--- config.mk ---
export PLATFORM = sky130hd
export DESIGN_NAME = rx_pid_extractor_flat
export DESIGN_NICKNAME = d
export VERILOG_FILES = /design/src/rtl/usb_rx_pkg.sv /design/src/rtl/rx_pid_extractor_if.sv /design/src/rtl/pid_classify.sv /design/src/rtl/rx_pid_extractor.sv /design/src/flat_wrapper.sv
export SDC_FILE = /design/constraint.sdc
export NUM_CORES = 1
export LEC_CHECK = 0
export CORE_MARGIN = 3
export CORE_UTILIZATION = 53
export DETAILED_ROUTE_END_ITERATION = 12
export PLACE_DENSITY = 0.79
export SLEW_MARGIN = 20
export SYNTH_ARGS = -nofsm -noshare
export SYNTH_HDL_FRONTEND = slang
export SYNTH_HIERARCHICAL = 1
export SYNTH_SLANG_ARGS = --single-unit
--- constraint.sdc ---
create_clock -name clk -period 2.55 [get_ports clk]
set_input_delay 0.3825 -clock clk [delete_from_list [all_inputs] [get_ports clk]]
set_output_delay 0.3825 -clock clk [all_outputs]
set_load 0.1 [all_outputs]
--- src/rtl/usb_rx_pkg.sv ---
// Shared USB receive-path types: PID encodings, PID classes, length limits
// and the PID extractor state encoding.
package usb_rx_pkg;

  typedef enum logic [3:0] {
    PID_OUT   = 4'b0001,
    PID_IN    = 4'b1001,
    PID_SOF   = 4'b0101,
    PID_SETUP = 4'b1101,
    PID_ACK   = 4'b0010,
    PID_NAK   = 4'b1010,
    PID_STALL = 4'b1110,
    PID_NYET  = 4'b0110,
    PID_DATA0 = 4'b0011,
    PID_DATA1 = 4'b1011,
    PID_DATA2 = 4'b0111,
    PID_MDATA = 4'b1111,
    PID_PING  = 4'b0100
  } pid_t;

  localparam logic [1:0] PID_CLASS_SPECIAL   = 2'b00;
  localparam logic [1:0] PID_CLASS_TOKEN     = 2'b01;
  localparam logic [1:0] PID_CLASS_HANDSHAKE = 2'b10;
  localparam logic [1:0] PID_CLASS_DATA      = 2'b11;

  // Body lengths in bytes, counted after the PID byte.
  localparam int TOKEN_LEN     = 2;
  localparam int HANDSHAKE_LEN = 0;
  localparam int DATA_MIN_LEN  = 2;

  typedef enum logic [2:0] {
    ST_IDLE,
    ST_PID,
    ST_BODY,
    ST_DROP,
    ST_COMMIT
  } ext_state_t;

endpackage

--- src/rtl/rx_pid_extractor_if.sv ---
// Decoded receive byte stream plus PID FIFO write port around the extractor.
interface rx_pid_extractor_if;
  logic       pkt_start;
  logic       byte_valid;
  logic [7:0] byte_data;
  logic       pkt_end;
  logic       rx_error;
  logic       fifo_full;
  logic       w_enable;
  logic [7:0] w_data;
  logic       pid_err;
  logic       len_err;
  logic       overflow;
  logic       busy;

  modport master (
    output pkt_start, byte_valid, byte_data, pkt_end, rx_error, fifo_full,
    input  w_enable, w_data, pid_err, len_err, overflow, busy
  );

  modport slave (
    input  pkt_start, byte_valid, byte_data, pkt_end, rx_error, fifo_full,
    output w_enable, w_data, pid_err, len_err, overflow, busy
  );
endinterface

--- src/rtl/pid_classify.sv ---
// Combinational PID byte check. pid_class is the raw type field; PING reports
// class 00 with is_ping set, other class-00 PIDs are reserved and not valid.
module pid_classify
  import usb_rx_pkg::*;
(
  input  logic [7:0] pid_byte,
  output logic       valid,
  output logic [1:0] pid_class,
  output logic       is_ping
);

  logic check_ok;

  always_comb begin
    check_ok  = (pid_byte[7:4] == ~pid_byte[3:0]);
    is_ping   = check_ok && (pid_byte[3:0] == PID_PING);
    pid_class = pid_byte[1:0];
    valid     = check_ok && ((pid_byte[1:0] != PID_CLASS_SPECIAL) || is_ping);
  end

endmodule

--- src/rtl/rx_pid_extractor.sv ---
// Captures and validates each packet's PID, checks body length against the
// PID class, and writes the PID to the FIFO only for cleanly ended packets.
//
// state     | meaning
// ST_IDLE   | no packet in progress
// ST_PID    | SYNC seen, waiting for the PID byte
// ST_BODY   | counting body bytes, collecting rx_error
// ST_DROP   | bad PID, discarding until EOP
// ST_COMMIT | one cycle: write PID or flag overflow
module rx_pid_extractor
  import usb_rx_pkg::*;
#(
  parameter int MAX_DATA = 64,
  parameter int CNT_W    = 7
) (
  input logic             clk,
  input logic             n_rst,
  rx_pid_extractor_if.slave bus
);

  localparam logic [CNT_W-1:0] CNT_MAX = '1;

  ext_state_t       state, state_d;
  logic [7:0]       pid_reg, pid_reg_d;
  logic [1:0]       cls_reg, cls_reg_d;
  logic [CNT_W-1:0] byte_cnt, byte_cnt_d, cnt_inc;
  logic             err_seen, err_seen_d;
  logic             pid_err_q, pid_err_d;
  logic             len_err_q, len_err_d;
  logic [7:0]       w_data_q;
  logic             pid_valid, pid_is_ping;
  logic [1:0]       pid_raw_cls, pid_cls;

  pid_classify u_classify (
    .pid_byte  (bus.byte_data),
    .valid     (pid_valid),
    .pid_class (pid_raw_cls),
    .is_ping   (pid_is_ping)
  );

  function automatic logic len_ok(input logic [1:0] cls, input logic [CNT_W-1:0] n);
    case (cls)
      PID_CLASS_TOKEN:     len_ok = (n == CNT_W'(TOKEN_LEN));
      PID_CLASS_HANDSHAKE: len_ok = (n == CNT_W'(HANDSHAKE_LEN));
      PID_CLASS_DATA:      len_ok = (n >= CNT_W'(DATA_MIN_LEN)) && (n <= CNT_W'(MAX_DATA + 2));
      default:             len_ok = 1'b0;
    endcase
  endfunction

  always_ff @(posedge clk or negedge n_rst) begin
    if (!n_rst) begin
      state     <= ST_IDLE;
      pid_reg   <= '0;
      cls_reg   <= '0;
      byte_cnt  <= '0;
      err_seen  <= 1'b0;
      pid_err_q <= 1'b0;
      len_err_q <= 1'b0;
      w_data_q  <= '0;
    end else begin
      state     <= state_d;
      pid_reg   <= pid_reg_d;
      cls_reg   <= cls_reg_d;
      byte_cnt  <= byte_cnt_d;
      err_seen  <= err_seen_d;
      pid_err_q <= pid_err_d;
      len_err_q <= len_err_d;
      if (bus.w_enable) w_data_q <= pid_reg;
    end
  end

  always_comb begin
    state_d    = state;
    pid_reg_d  = pid_reg;
    cls_reg_d  = cls_reg;
    byte_cnt_d = byte_cnt;
    err_seen_d = err_seen;
    pid_err_d  = 1'b0;
    len_err_d  = 1'b0;
    pid_cls    = pid_is_ping ? PID_CLASS_TOKEN : pid_raw_cls;
    cnt_inc    = (byte_cnt == CNT_MAX) ? byte_cnt : byte_cnt + CNT_W'(1);

    if (bus.pkt_start) begin
      state_d    = ST_PID;
      byte_cnt_d = '0;
      err_seen_d = 1'b0;
    end else begin
      case (state)
        ST_IDLE: ;
        ST_PID: begin
          if (bus.rx_error) err_seen_d = 1'b1;
          if (bus.byte_valid) begin
            if (!pid_valid) begin
              pid_err_d = 1'b1;
              state_d   = bus.pkt_end ? ST_IDLE : ST_DROP;
            end else begin
              pid_reg_d = bus.byte_data;
              cls_reg_d = pid_cls;
              // PID and EOP together means an empty body; judge it right away.
              if (!bus.pkt_end) begin
                state_d = ST_BODY;
              end else if (len_ok(pid_cls, '0) && !err_seen_d) begin
                state_d = ST_COMMIT;
              end else begin
                len_err_d = 1'b1;
                state_d   = ST_IDLE;
              end
            end
          end else if (bus.pkt_end) begin
            len_err_d = 1'b1;
            state_d   = ST_IDLE;
          end
        end
        ST_BODY: begin
          if (bus.byte_valid) byte_cnt_d = cnt_inc;
          if (bus.rx_error)   err_seen_d = 1'b1;
          if (bus.pkt_end) begin
            if (len_ok(cls_reg, byte_cnt_d) && !err_seen_d) begin
              state_d = ST_COMMIT;
            end else begin
              len_err_d = 1'b1;
              state_d   = ST_IDLE;
            end
          end
        end
        ST_DROP:   if (bus.pkt_end) state_d = ST_IDLE;
        ST_COMMIT: state_d = ST_IDLE;
        default:   state_d = ST_IDLE;
      endcase
    end
  end

  always_comb begin
    bus.w_enable = (state == ST_COMMIT) && !bus.fifo_full;
    bus.overflow = (state == ST_COMMIT) && bus.fifo_full;
    bus.w_data   = bus.w_enable ? pid_reg : w_data_q;
    bus.pid_err  = pid_err_q;
    bus.len_err  = len_err_q;
    bus.busy     = (state != ST_IDLE);
  end

endmodule

--- src/flat_wrapper.sv ---
// flat-port wrapper written by rule: the top's interface ports become plain ports
module rx_pid_extractor_flat import usb_rx_pkg::*;
#(
  parameter int MAX_DATA = 64,
  parameter int CNT_W    = 7
)
  (clk, n_rst, bus_pkt_start, bus_byte_valid, bus_byte_data, bus_pkt_end, bus_rx_error, bus_fifo_full, bus_w_enable, bus_w_data, bus_pid_err, bus_len_err, bus_overflow, bus_busy);
  rx_pid_extractor_if bus_i ();
  input logic clk;
  input logic n_rst;
  input wire logic [$bits(bus_i.pkt_start)-1:0] bus_pkt_start;
  input wire logic [$bits(bus_i.byte_valid)-1:0] bus_byte_valid;
  input wire logic [$bits(bus_i.byte_data)-1:0] bus_byte_data;
  input wire logic [$bits(bus_i.pkt_end)-1:0] bus_pkt_end;
  input wire logic [$bits(bus_i.rx_error)-1:0] bus_rx_error;
  input wire logic [$bits(bus_i.fifo_full)-1:0] bus_fifo_full;
  output wire logic [$bits(bus_i.w_enable)-1:0] bus_w_enable;
  output wire logic [$bits(bus_i.w_data)-1:0] bus_w_data;
  output wire logic [$bits(bus_i.pid_err)-1:0] bus_pid_err;
  output wire logic [$bits(bus_i.len_err)-1:0] bus_len_err;
  output wire logic [$bits(bus_i.overflow)-1:0] bus_overflow;
  output wire logic [$bits(bus_i.busy)-1:0] bus_busy;
  assign bus_i.pkt_start = bus_pkt_start;
  assign bus_i.byte_valid = bus_byte_valid;
  assign bus_i.byte_data = bus_byte_data;
  assign bus_i.pkt_end = bus_pkt_end;
  assign bus_i.rx_error = bus_rx_error;
  assign bus_i.fifo_full = bus_fifo_full;
  assign bus_w_enable = bus_i.w_enable;
  assign bus_w_data = bus_i.w_data;
  assign bus_pid_err = bus_i.pid_err;
  assign bus_len_err = bus_i.len_err;
  assign bus_overflow = bus_i.overflow;
  assign bus_busy = bus_i.busy;
  rx_pid_extractor #(.MAX_DATA(MAX_DATA), .CNT_W(CNT_W)) u_core (.clk(clk), .n_rst(n_rst), .bus(bus_i));
endmodule
==> qor.csv <==
metric,value,unit
fmax,433,MHz
Post-synth top cells,"dfrtp_1 (31), nor2_1 (17), nand2_1 (11), mux2_2 (9), nor3_1 (9)",
Initial DRC Count,85,
Final Slew Violations,0,
core box area,0.00313,mm^2
CP max stage delay,540,ps
"Setup violations, final",0,
DP Area,0.00223,mm^2
CP Data Required Time,2170,ps
die height,63.9,um
clock tree buffer depth,2,
router iterations before antenna repair,4,
sequential cell area,777,um^2
initial antenna violation count,0,
drt drc,0,
Clock Latency Late Sink,340,ps
synth top area cells,"dfrtp_1 (44%), mux2_2 (5.7%), mux2_1 (4.4%), nor2_1 (3.6%), nor3_1 (2.5%)",
CTS sink count,31,
Final Instance Area,0.00228,mm^2
Initial Util,56.8,%
share of layout cells above drive strength 1,24.6,%
busiest layer in global routing,met2,
post-synthesis async set-or-reset flop share,100,%
I/O Buffers,27,
fin crit share,90.6,%
CP Class,register to output port,
grt met3 use,6.33,%
GPL Wtd Cong,0.889,
Layout Area Growth over Synthesis,28.7,%
unrepaired setup endpoints after global routing,false,
Congestion Overflow GR,0,
H-tree levels,2,
GRT Total Usage,23.1,%
"Max stage delay cell, worst path",dfrtp_1,
CTS tree,yes,
vias in the first global route,1607,
sequential share of the synthesized area,43.7,%
"Setup Fix Bufs, Post-CTS",0,
dpl cells,248,
drt via density,5.88,
VDD IR max,0.282,mV
WP data arrival,1930,ps
syn avg cell area,10.0,um^2
Root Driver,clkbuf_4,
"count leader, synth",dfrtp_1,
Net Sw Power,292,uW
Final HPWL DP,3010,um
post-DR wirelength/cell,16.1,um
clock network power share,28.7,%
first-pass GRT wire length,7440,um
Final Power,1.03,mW
final WL,4110,um
PD cells,449,mW/mm^2
met2 Use GR,39.4,%
Critical Path Start Type,register,
fillers,232,
footprint of the multi-input gates,908,um^2
transition time of the tightest slew-check pin,397,ps
ANT cells,0,
Setup Skew,5.48,ps
Mapped Area,0.00178,mm^2
top-area cell type share of the netlist area,43.7,%
Worst Hold Class,primary input to asynchronous set/reset pin,
top_reg_cell synth,dfrtp_1,
crit end category,output port,
status,"complete, no violations",
DR vias,1500,
Die W,63.9,um
Rows,20,
Final Hold Fails,0,
met1 usage,27.8,%
Combinational Power Share,17.4,%
unique cell type count in the Yosys netlist,52,
fin nets,227,
Clock transition at path regs,100,ps
Internal,735,uW
register share of total power,53.9,%
PostCTS Resize Cnt,0,
IO Count,28,
fin worst setup slack,239,ps
Non-Filler Instances,255,
Crit Path Max Fanout,10,
"EDFF count, synth",0,
dpl ws,104,ps
fin util,73.0,%
Syn Inst Count,177,
fin crit period,2310,ps
register bit total from synthesis,31,
max-cap viol count,0,
Slew HR,73.2,%
syn nets,193,
Yosys top cell by area,dfrtp_1,
CTS Hold Buffers Added,0,
LEAKAGE,0.998,nW
crit path cell chain,inv_2 > nor4_4 > buf_4 > mux2_2 > buf_12,
Final ANT Viol Nets,0,
Num CTS Buffers,5,
Synthesis Warnings,6,
Sw Share,28.4,%
die area,0.00408,mm^2
largest net degree at the start of global routing,32,
## through the flow
| stage | hold slack (ps) | setup TNS, ps |
|---|---|---|
| global placement | 464 | 0 |
| finish | 431 | 0 |
| floorplan | 86.9 | -4060 |
| global route | 471 | 0 |
| detailed placement | 478 | 0 |
| CTS | 443 | 0 |
## kinds of logic after synthesis
kind of cell | count (synthesis) | synth area share (%)
AND/OR/NAND/NOR | 67 | 21.6
XOR/XNOR | 5 | 2.47
multiplexers | 18 | 11.3
buffers and inverters | 18 | 5.50
flip-flops | 31 | 43.7
adder cells (fa/ha/maj) | 1 | 0.705
AO/OA/AOI/OAI | 37 | 14.7
## worst max-delay path: cells and delay by family, from the launching register on
family,cells,cell delay (ps)
buf+inv,3,520
flops,1,540
mux,1,390
simple gates,1,140
## metal layers
metal  share of wire (%)  vias up  wire, um
met1                  43      717      1760
met5                   0        -         0
met3                 5.0        8       204
met4                 1.2        0        51
met2                  51       53      2100
li1                    -      722         -
## layout by cell type (no fill, tap or decap), drive strengths merged, types with 5 or more instances in the layout
master         netlist  final
nor3                 9      9
buf                  9     25
a21oi                8      8
inv                  6      6
nor2                17     17
nand2               11     11
nand4                5      5
nand2b               5      5
o21ai                8      8
mux2                16     16
clkbuf               3      6
dfrtp               31     31
clkdlybuf4s50        0     14
## area by class of cell
type	count	share of cell area (%)
clock buffer	6	2.25
inverter	6	0.986
tap	44	2.41
multi-input combinational	128	39.8
sequential	31	34.0
timing repair buffer	39	20.4
clock inverter	1	0.219
## worst paths after layout
| kind | start | end | slack, ps | cells past startpoint |
|---|---|---|---|---|
| max | u_core/state[2]$_DFFE_PN0P_ | bus_w_data[5] | 240 | 5 |
| min | n_rst | u_core/byte_cnt[3]$_DFFE_PN0P_ | 430 | 2 |
| max reg2reg | u_core/byte_cnt[1]$_DFFE_PN0P_ | u_core/state[2]$_DFFE_PN0P_ | 310 | 7 |
| min reg2reg | u_core/pid_reg[3]$_DFFE_PN0P_ | u_core/pid_reg[3]$_DFFE_PN0P_ | 500 | 1 |
| max in group asynchronous | n_rst | u_core/state[1]$_DFFE_PN0P_ | 1820 | 2 |
| min in group clk | u_core/pid_reg[3]$_DFFE_PN0P_ | u_core/pid_reg[3]$_DFFE_PN0P_ | 500 | 1 |
## power groups by stage
stage,combinational (mW),clock (mW),sequential [mW]
after floorplan,0.0970,0,0.566
after global placement,0.173,0,0.560
after detailed placement,0.178,0,0.563
after CTS,0.179,0.307,0.554
after global routing,0.197,0.333,0.560
final,0.179,0.295,0.553
No activity file was read; power rests on OpenSTA's default activity.
